===== src/rtl/cordic_pkg.sv =====
// Shared constants for the hyperbolic-vectoring CORDIC square-root core.
// Contents: datapath widths, FSM state encoding, Q2.17 constants, and the
// 17-entry shift schedule (index 0 at the LSB) with its lookup function.
package cordic_pkg;

    localparam int unsigned W      = 20;  // signed datapath width
    localparam int unsigned FRAC   = 17;  // fractional bits (Q2.17)
    localparam int unsigned N_ITER = 17;  // iteration count
    localparam int unsigned SH_W   = 4;   // shift-amount width
    localparam int unsigned CNT_W  = 5;   // iteration counter width

    localparam logic [1:0] ST_IDLE = 2'd0;
    localparam logic [1:0] ST_ITER = 2'd1;
    localparam logic [1:0] ST_COMP = 2'd2;
    localparam logic [1:0] ST_FIN  = 2'd3;

    localparam logic [W-1:0] QUARTER = 20'h08000;  // +0.25
    localparam logic [W-1:0] MAX_IN  = 20'h40000;  // +2.0

    // Hyperbolic schedule 1,2,3,4,4,5..13,13,14,15; shifts 4 and 13 repeat for convergence.
    localparam logic [N_ITER*SH_W-1:0] SHIFT_SCHED = {
        4'd15, 4'd14, 4'd13, 4'd13, 4'd12, 4'd11, 4'd10, 4'd9,
        4'd8,  4'd7,  4'd6,  4'd5,  4'd4,  4'd4,  4'd3,  4'd2, 4'd1
    };

    // Schedule lookup; out-of-range indices return 0.
    function automatic logic [SH_W-1:0] sched_shift(input logic [CNT_W-1:0] idx);
        logic [SH_W-1:0] sh;
        sh = '0;
        for (int unsigned i = 0; i < N_ITER; i++) begin
            if (idx == CNT_W'(i)) sh = SHIFT_SCHED[i*SH_W +: SH_W];
        end
        return sh;
    endfunction

endpackage


===== src/rtl/cordic_iter_sched.sv =====
// Iteration sequencer: counter register, schedule lookup, last-iteration flag.
// Ports:
//   clk, rst_n  clock, synchronous active-low reset
//   en_i        high in ITER; sh_amt_o reads 0 otherwise
//   clr_i       restart the count at 0
//   adv_i       advance one iteration (wraps to 0 after the last)
//   sh_amt_o    current shift index (combinational from the count)
//   last_o      count is at N_ITER-1
module cordic_iter_sched
    import cordic_pkg::*;
(
    input  logic            clk,
    input  logic            rst_n,
    input  logic            en_i,
    input  logic            clr_i,
    input  logic            adv_i,
    output logic [SH_W-1:0] sh_amt_o,
    output logic            last_o
);

    logic [CNT_W-1:0] count_q;
    logic [CNT_W-1:0] count_d;

    assign last_o   = (count_q == CNT_W'(N_ITER - 1));
    assign sh_amt_o = en_i ? sched_shift(count_q) : '0;

    // Next count: clear has priority, then advance with wrap at the last iteration.
    always_comb begin
        count_d = count_q;
        if (clr_i) begin
            count_d = '0;
        end else if (adv_i) begin
            count_d = last_o ? '0 : count_q + CNT_W'(1);
        end
    end

    always_ff @(posedge clk) begin
        if (!rst_n) count_q <= '0;
        else        count_q <= count_d;
    end

endmodule


===== src/rtl/cordic_hyp_sqrt_core.sv =====
// Iterative hyperbolic-vectoring CORDIC computing sqrt(a) on a Q2.17 operand.
// Starts from x = a + 0.25, y = a - 0.25 so that x^2 - y^2 = a; after the
// schedule x holds K_h*sqrt(a). The shifters are external: this block drives
// sh_amt/x_q/y_q and consumes the shifted x_sh/y_sh the same cycle.
// Optional macro CORDIC_GAIN_COMP_EN adds a COMP cycle that multiplies by ~1/K_h.
// Ports:
//   clk, rst_n          clock, synchronous active-low reset
//   start, a_in         request and operand (sampled only in IDLE)
//   busy, done          busy in every non-IDLE state; done pulses in FIN
//   result, err         sqrt result (Q2.17) and out-of-range flag, held until next done
//   sh_amt, x_q, y_q    shift index and registers driven to the shifters
//   x_sh, y_sh          arithmetic x_q>>>sh_amt, y_q>>>sh_amt from the shifters
module cordic_hyp_sqrt_core
    import cordic_pkg::*;
(
    input  logic            clk,
    input  logic            rst_n,
    input  logic            start,
    input  logic [W-1:0]    a_in,
    output logic            busy,
    output logic            done,
    output logic [W-1:0]    result,
    output logic            err,
    output logic [SH_W-1:0] sh_amt,
    output logic [W-1:0]    x_q,
    output logic [W-1:0]    y_q,
    input  logic [W-1:0]    x_sh,
    input  logic [W-1:0]    y_sh
);

    logic [1:0]   state_q, state_d;
    logic [W-1:0] x_d, y_d;
    logic [W-1:0] result_q, result_d;
    logic         err_q, err_d;
    logic         busy_q, busy_d;
    logic         done_q, done_d;
    logic         clr_c, adv_c, last_c, in_range_c;

    assign busy   = busy_q;
    assign done   = done_q;
    assign result = result_q;
    assign err    = err_q;

    // Valid operands lie in (0, 2.0]; non-negative values compare correctly unsigned.
    assign in_range_c = !a_in[W-1] && (a_in != '0) && (a_in <= MAX_IN);

    cordic_iter_sched u_sched (
        .clk      (clk),
        .rst_n    (rst_n),
        .en_i     (state_q == ST_ITER),
        .clr_i    (clr_c),
        .adv_i    (adv_c),
        .sh_amt_o (sh_amt),
        .last_o   (last_c)
    );

`ifdef CORDIC_GAIN_COMP_EN
    localparam int unsigned SUM_W = W + 3;
    localparam logic signed [SUM_W-1:0] SAT_MAX = SUM_W'(20'h7FFFF);
    logic signed [SUM_W-1:0] x_ext_c, comp_sum_c;
    logic        [W-1:0]     comp_res_c;

    // x * (1 + 2^-3 + 2^-4 + 2^-6 + 2^-8 + 2^-11) ~= x / K_h, with headroom for saturation.
    always_comb begin
        x_ext_c    = {{(SUM_W-W){x_q[W-1]}}, x_q};
        comp_sum_c = x_ext_c + (x_ext_c >>> 3) + (x_ext_c >>> 4) + (x_ext_c >>> 6)
                   + (x_ext_c >>> 8) + (x_ext_c >>> 11);
        comp_res_c = (comp_sum_c > SAT_MAX) ? 20'h7FFFF : W'(comp_sum_c);
    end
`endif

    // Next-state and datapath control.
    always_comb begin
        state_d  = state_q;
        x_d      = x_q;
        y_d      = y_q;
        result_d = result_q;
        err_d    = err_q;
        clr_c    = 1'b0;
        adv_c    = 1'b0;

        case (state_q)
            ST_IDLE: begin
                if (start) begin
                    if (!in_range_c) begin
                        err_d    = 1'b1;
                        result_d = '0;
                        state_d  = ST_FIN;
                    end else begin
                        x_d     = a_in + QUARTER;
                        y_d     = a_in - QUARTER;
                        err_d   = 1'b0;
                        clr_c   = 1'b1;
                        state_d = ST_ITER;
                    end
                end
            end
            ST_ITER: begin
                adv_c = 1'b1;
                // Rotate towards y = 0; both updates read the old register values.
                if (y_q[W-1]) begin
                    x_d = x_q + y_sh;
                    y_d = y_q + x_sh;
                end else begin
                    x_d = x_q - y_sh;
                    y_d = y_q - x_sh;
                end
                if (last_c) begin
`ifdef CORDIC_GAIN_COMP_EN
                    state_d = ST_COMP;
`else
                    result_d = x_d;
                    state_d  = ST_FIN;
`endif
                end
            end
`ifdef CORDIC_GAIN_COMP_EN
            ST_COMP: begin
                result_d = comp_res_c;
                state_d  = ST_FIN;
            end
`endif
            ST_FIN: begin
                state_d = ST_IDLE;
            end
            default: begin
                state_d = ST_IDLE;
            end
        endcase

        busy_d = (state_d != ST_IDLE);
        done_d = (state_d == ST_FIN);
    end

    always_ff @(posedge clk) begin
        if (!rst_n) begin
            state_q  <= ST_IDLE;
            x_q      <= '0;
            y_q      <= '0;
            result_q <= '0;
            err_q    <= 1'b0;
            busy_q   <= 1'b0;
            done_q   <= 1'b0;
        end else begin
            state_q  <= state_d;
            x_q      <= x_d;
            y_q      <= y_d;
            result_q <= result_d;
            err_q    <= err_d;
            busy_q   <= busy_d;
            done_q   <= done_d;
        end
    end

endmodule


===== config.mk =====
export PLATFORM = sky130hd
export DESIGN_NAME = cordic_hyp_sqrt_core
export DESIGN_NICKNAME = d
export VERILOG_FILES = /design/src/rtl/cordic_pkg.sv /design/src/rtl/cordic_iter_sched.sv /design/src/rtl/cordic_hyp_sqrt_core.sv
export SDC_FILE = /design/constraint.sdc
export NUM_CORES = 1
export LEC_CHECK = 0
export ABC_AREA = 1
export BUFFER_PORTS_ARGS = -buffer_cell sky130_fd_sc_hd__buf_2
export CAP_MARGIN = 20
export CORE_MARGIN = 5
export CORE_UTILIZATION = 45
export DETAILED_ROUTE_END_ITERATION = 8
export HOLD_SLACK_MARGIN = 0.05
export PLACE_DENSITY = 0.7
export SKIP_CTS_REPAIR_TIMING = 1
export SLEW_MARGIN = 20
export SYNTH_ARGS = -nofsm -noshare
export SYNTH_HDL_FRONTEND = slang
export SYNTH_HIERARCHICAL = 1
export SYNTH_SLANG_ARGS = --single-unit

===== constraint.sdc =====
create_clock -name clk -period 3.3 [get_ports clk]
set_clock_uncertainty 0.2 [all_clocks]
set_input_delay 0.99 -clock clk [delete_from_list [all_inputs] [get_ports clk]]
set_output_delay 0.99 -clock clk [all_outputs]
set_load 0.02 [all_outputs]

==> metrics.md <==
| Metric | Value |
|---|---|
| Failing checks | setup timing |
| Final max-slew violation count | 0 |
| Post-Synth Simple-Gate Area | 35.3% |
| Crit end category | flip-flop |
| Hold Crit Class | reg -> reg |
| Cell chain of the critical path | buf_2, buf_4, nor2_1, nand3_4, nor2_4, nand4_1, nand2_2, nand2_2, xor2_1, ha_1, nand2_2, nor3_4, nand2_1, inv_1, nand2_1, and2_4, nand3_2, nand3_2, a21oi_2 |
| Initial antenna violation count | 1 |
| Area of the multi-input gates | 0.00493 mm² |
| Via count | 7883 |
| Most frequent cells in the layout | nand2_1, nor2_1, buf_4 |
| Largest stage delay, worst path | 0.36 ns |
| Most common cell on crit path | nand2_2 |
| Worst path arrival time | 3.44 ns |
| Starting Density | 46.4% |
| Post-route setup slack | -0.0750 ns |
| Port Buf Inserts | 129 |
| H-tree Lvls | 3 |
| Core Box Area | 0.0140 mm² |
| Total GRT Usage | 25.1% |
| Routed WL | 22100 µm |
| Sink Count | 70 |
| Layout cells sized above 1 | 32.1% |
| Die area | 0.0169 mm² |
| Mapped cell area | 0.00649 mm² |
| Synth cell types | 43 |
| Leak pwr | 0.00475 µW |
| Post-synthesis share of cell area spent on xor and xnor gates | 5.80% |
| Pin count of the biggest net entering global routing | 53 |
| Worst-path cell with the longest stage delay | ha_1 |
| WL/cell | 14.6 µm |
| CTS root buffer | clkbuf_16 |
| Die W | 130 µm |
| Slew @ Worst Pin | 0.593 ns |
| P per Cell Area | 465 mW/mm² |
| Design area | 0.00918 mm² |
| Syn Nets | 1186 |
| Clk Latency, worst-skew pair | 0.33 ns |
| Minimum clock period | 3.37 ns |
| Largest area contributor in the netlist | dfxtp_1 |
| Vias in the first global route | 7383 |
| Post-DP HPWL | 17100 µm |
| Final setup violation count | 3 |
| Layout Nets | 1449 |
| CTS tree | built |
| Reg area | 0.00140 mm² |
| Buffer and inverter count on the worst path | 3 |
| First-pass GRT wire length | 34300 µm |
| RD Place Congestion | 0.938 |
| Top cell type's share of synthesized area | 21.6% |
| Ys Warns | 6 |
| Setup Crit Path Kind | in -> reg |
| Worst-path fanout max | 4 |
| RSZ-0062 raised after global routing | yes |
| Bufs on Longest Clock Path | 2 |
| Crit-path leading delay family | simple AND/OR/NAND/NOR gates |
| TritonCTS buffer count | 9 |
| Most common flop cell mapped by yosys | dfxtp_1 |
| Post-synthesis mux area share | 0% |
| Yosys reg bits | 70 |
| Worst setup SP type | primary input |
| Compound-Gate Fraction of Synth Area | 17.5% |
| Synth area leaders | dfxtp_1, nand2_1, nor2_1, ha_1, o21ai_0 |
| Core Util, Final | 65.6% |
| Sequential fraction of the synthesis area | 21.6% |
| Total of max-cap violations | 0 |
| Peak supply drop | 0.267 mV |
| Sum Neg Setup Slack | -0.146 ns |
| Most common cell after layout, fill and taps aside | nand2_1 |
| Main combinational cell family by area after synthesis | simple AND/OR/NAND/NOR gates |
| Relative slew margins | 60.5% |
| Drt pass-1 iters | 5 |
| Synthesized instance count | 1069 |
| Worst Path Required | 3.37 ns |
| GRT overflow | 0 |
| Reg2reg setup slack | 0.31 ns |
| Drt drc | 0 |
| # fillers | 1297 |
| Period utilization | 102% |
| Adder-cell share of the synthesized area | 10.6% |
| Endpoints failing hold | 0 |
| Average size of a mapped cell | 6.07 µm² |
| Clk pin slew, worst setup/hold paths | 0.06 ns |
| Final antenna-violating net count | 0 |
| Post-synth ARST share | 0% |
| Rows | 43 |
| Fmax | 296 MHz |
| DR vias/cell | 5.19 |
| Placed Area | 0.00832 mm² |
| Die Ht | 130 µm |
| Syn-to-layout area delta | 41.4% |
| Post-synth EDFFs | 0 |
| Ports | 130 |
| Status | finished, violations left |
| Detailed Route Iter0 Violations | 551 |
==> worst min-delay path: stages, from the launching register on <==
cell and delay, ns:
dfxtp_1 0.33, nand2_1 0.07, a21oi_1 0.06
==> through the flow <==
stage	hold slack (ns)	cells	power, µW	setup WS, ns
4_1_cts	0.303	1509	4050	-0.200
2_1_floorplan	0.309	1069	2110	-0.103
3_5_place_dp	0.296	1493	2900	-0.541
6_report	0.308	1518	4270	-0.0750
5_1_grt	0.337	1518	4540	-0.242
3_3_place_gp	0.278	1493	2880	-0.514
==> final cells by class <==
| cell class | count | area share (%) |
|---|---|---|
| sequential | 70 | 15.3 |
| multi-input combinational | 855 | 53.7 |
| clock inverter | 5 | 1.16 |
| timing repair buffer | 277 | 19.6 |
| clock buffer | 11 | 2.65 |
| tap | 180 | 2.45 |
| inverter | 119 | 5.11 |
| antenna | 1 | 0.0273 |
==> cells in the mapped netlist, drive strengths merged (3+ instances only) <==
cell type	instances
nand2	248
and2	4
xnor2	8
o21ai	108
a21o	3
nor2	181
nand3b	4
nand3	75
ha	52
buf	11
or2	8
o21bai	5
a21oi	93
xor2	35
nand4	8
nor3	10
clkbuf	14
dfxtp	70
inv	118
==> state kept, by name (all words and copies together) (netlist names) <==
name / count
u_sched/count_q: 5
busy: 1
done: 1
x_q: 20
state_q: 2
y_q: 20
err: 1
result: 20
==> layer usage <==
layer | GRT usage [%] | vias to the layer above | wire, µm
met3 | 2.66 | 55 | 1070
li1 | - | 4025 | -
met1 | 31.7 | 3572 | 9620
met2 | 43.5 | 231 | 10500
met5 | 0 | - | 0
met4 | 10.8 | 0 | 910
==> power breakdown <==
part	total, µW	internal, µW	switching [µW]
clock network	1140	761	383
registers	1020	935	86.7
logic	2110	898	1210
total	4270	2590	1680
==> path summary, 6_finish.rpt <==
check	to	depth (start not counted)	startpoint
setup / recovery	x_q[19]	19	y_sh[6]
hold / removal	y_q[18]	2	y_q[18]
setup reg to reg	y_q[19]	17	y_q[19]
hold reg to reg	y_q[18]	2	y_q[18]
==> cell families after synthesis <==
group                    Yosys count
AND/OR/NAND/NOR                  540
adder cells (fa/ha/maj)           54
buffers and inverters            144
flip-flops                        70
XOR/XNOR                          43
AO/OA/AOI/OAI                    218
Power figures use the tool's default switching activity.
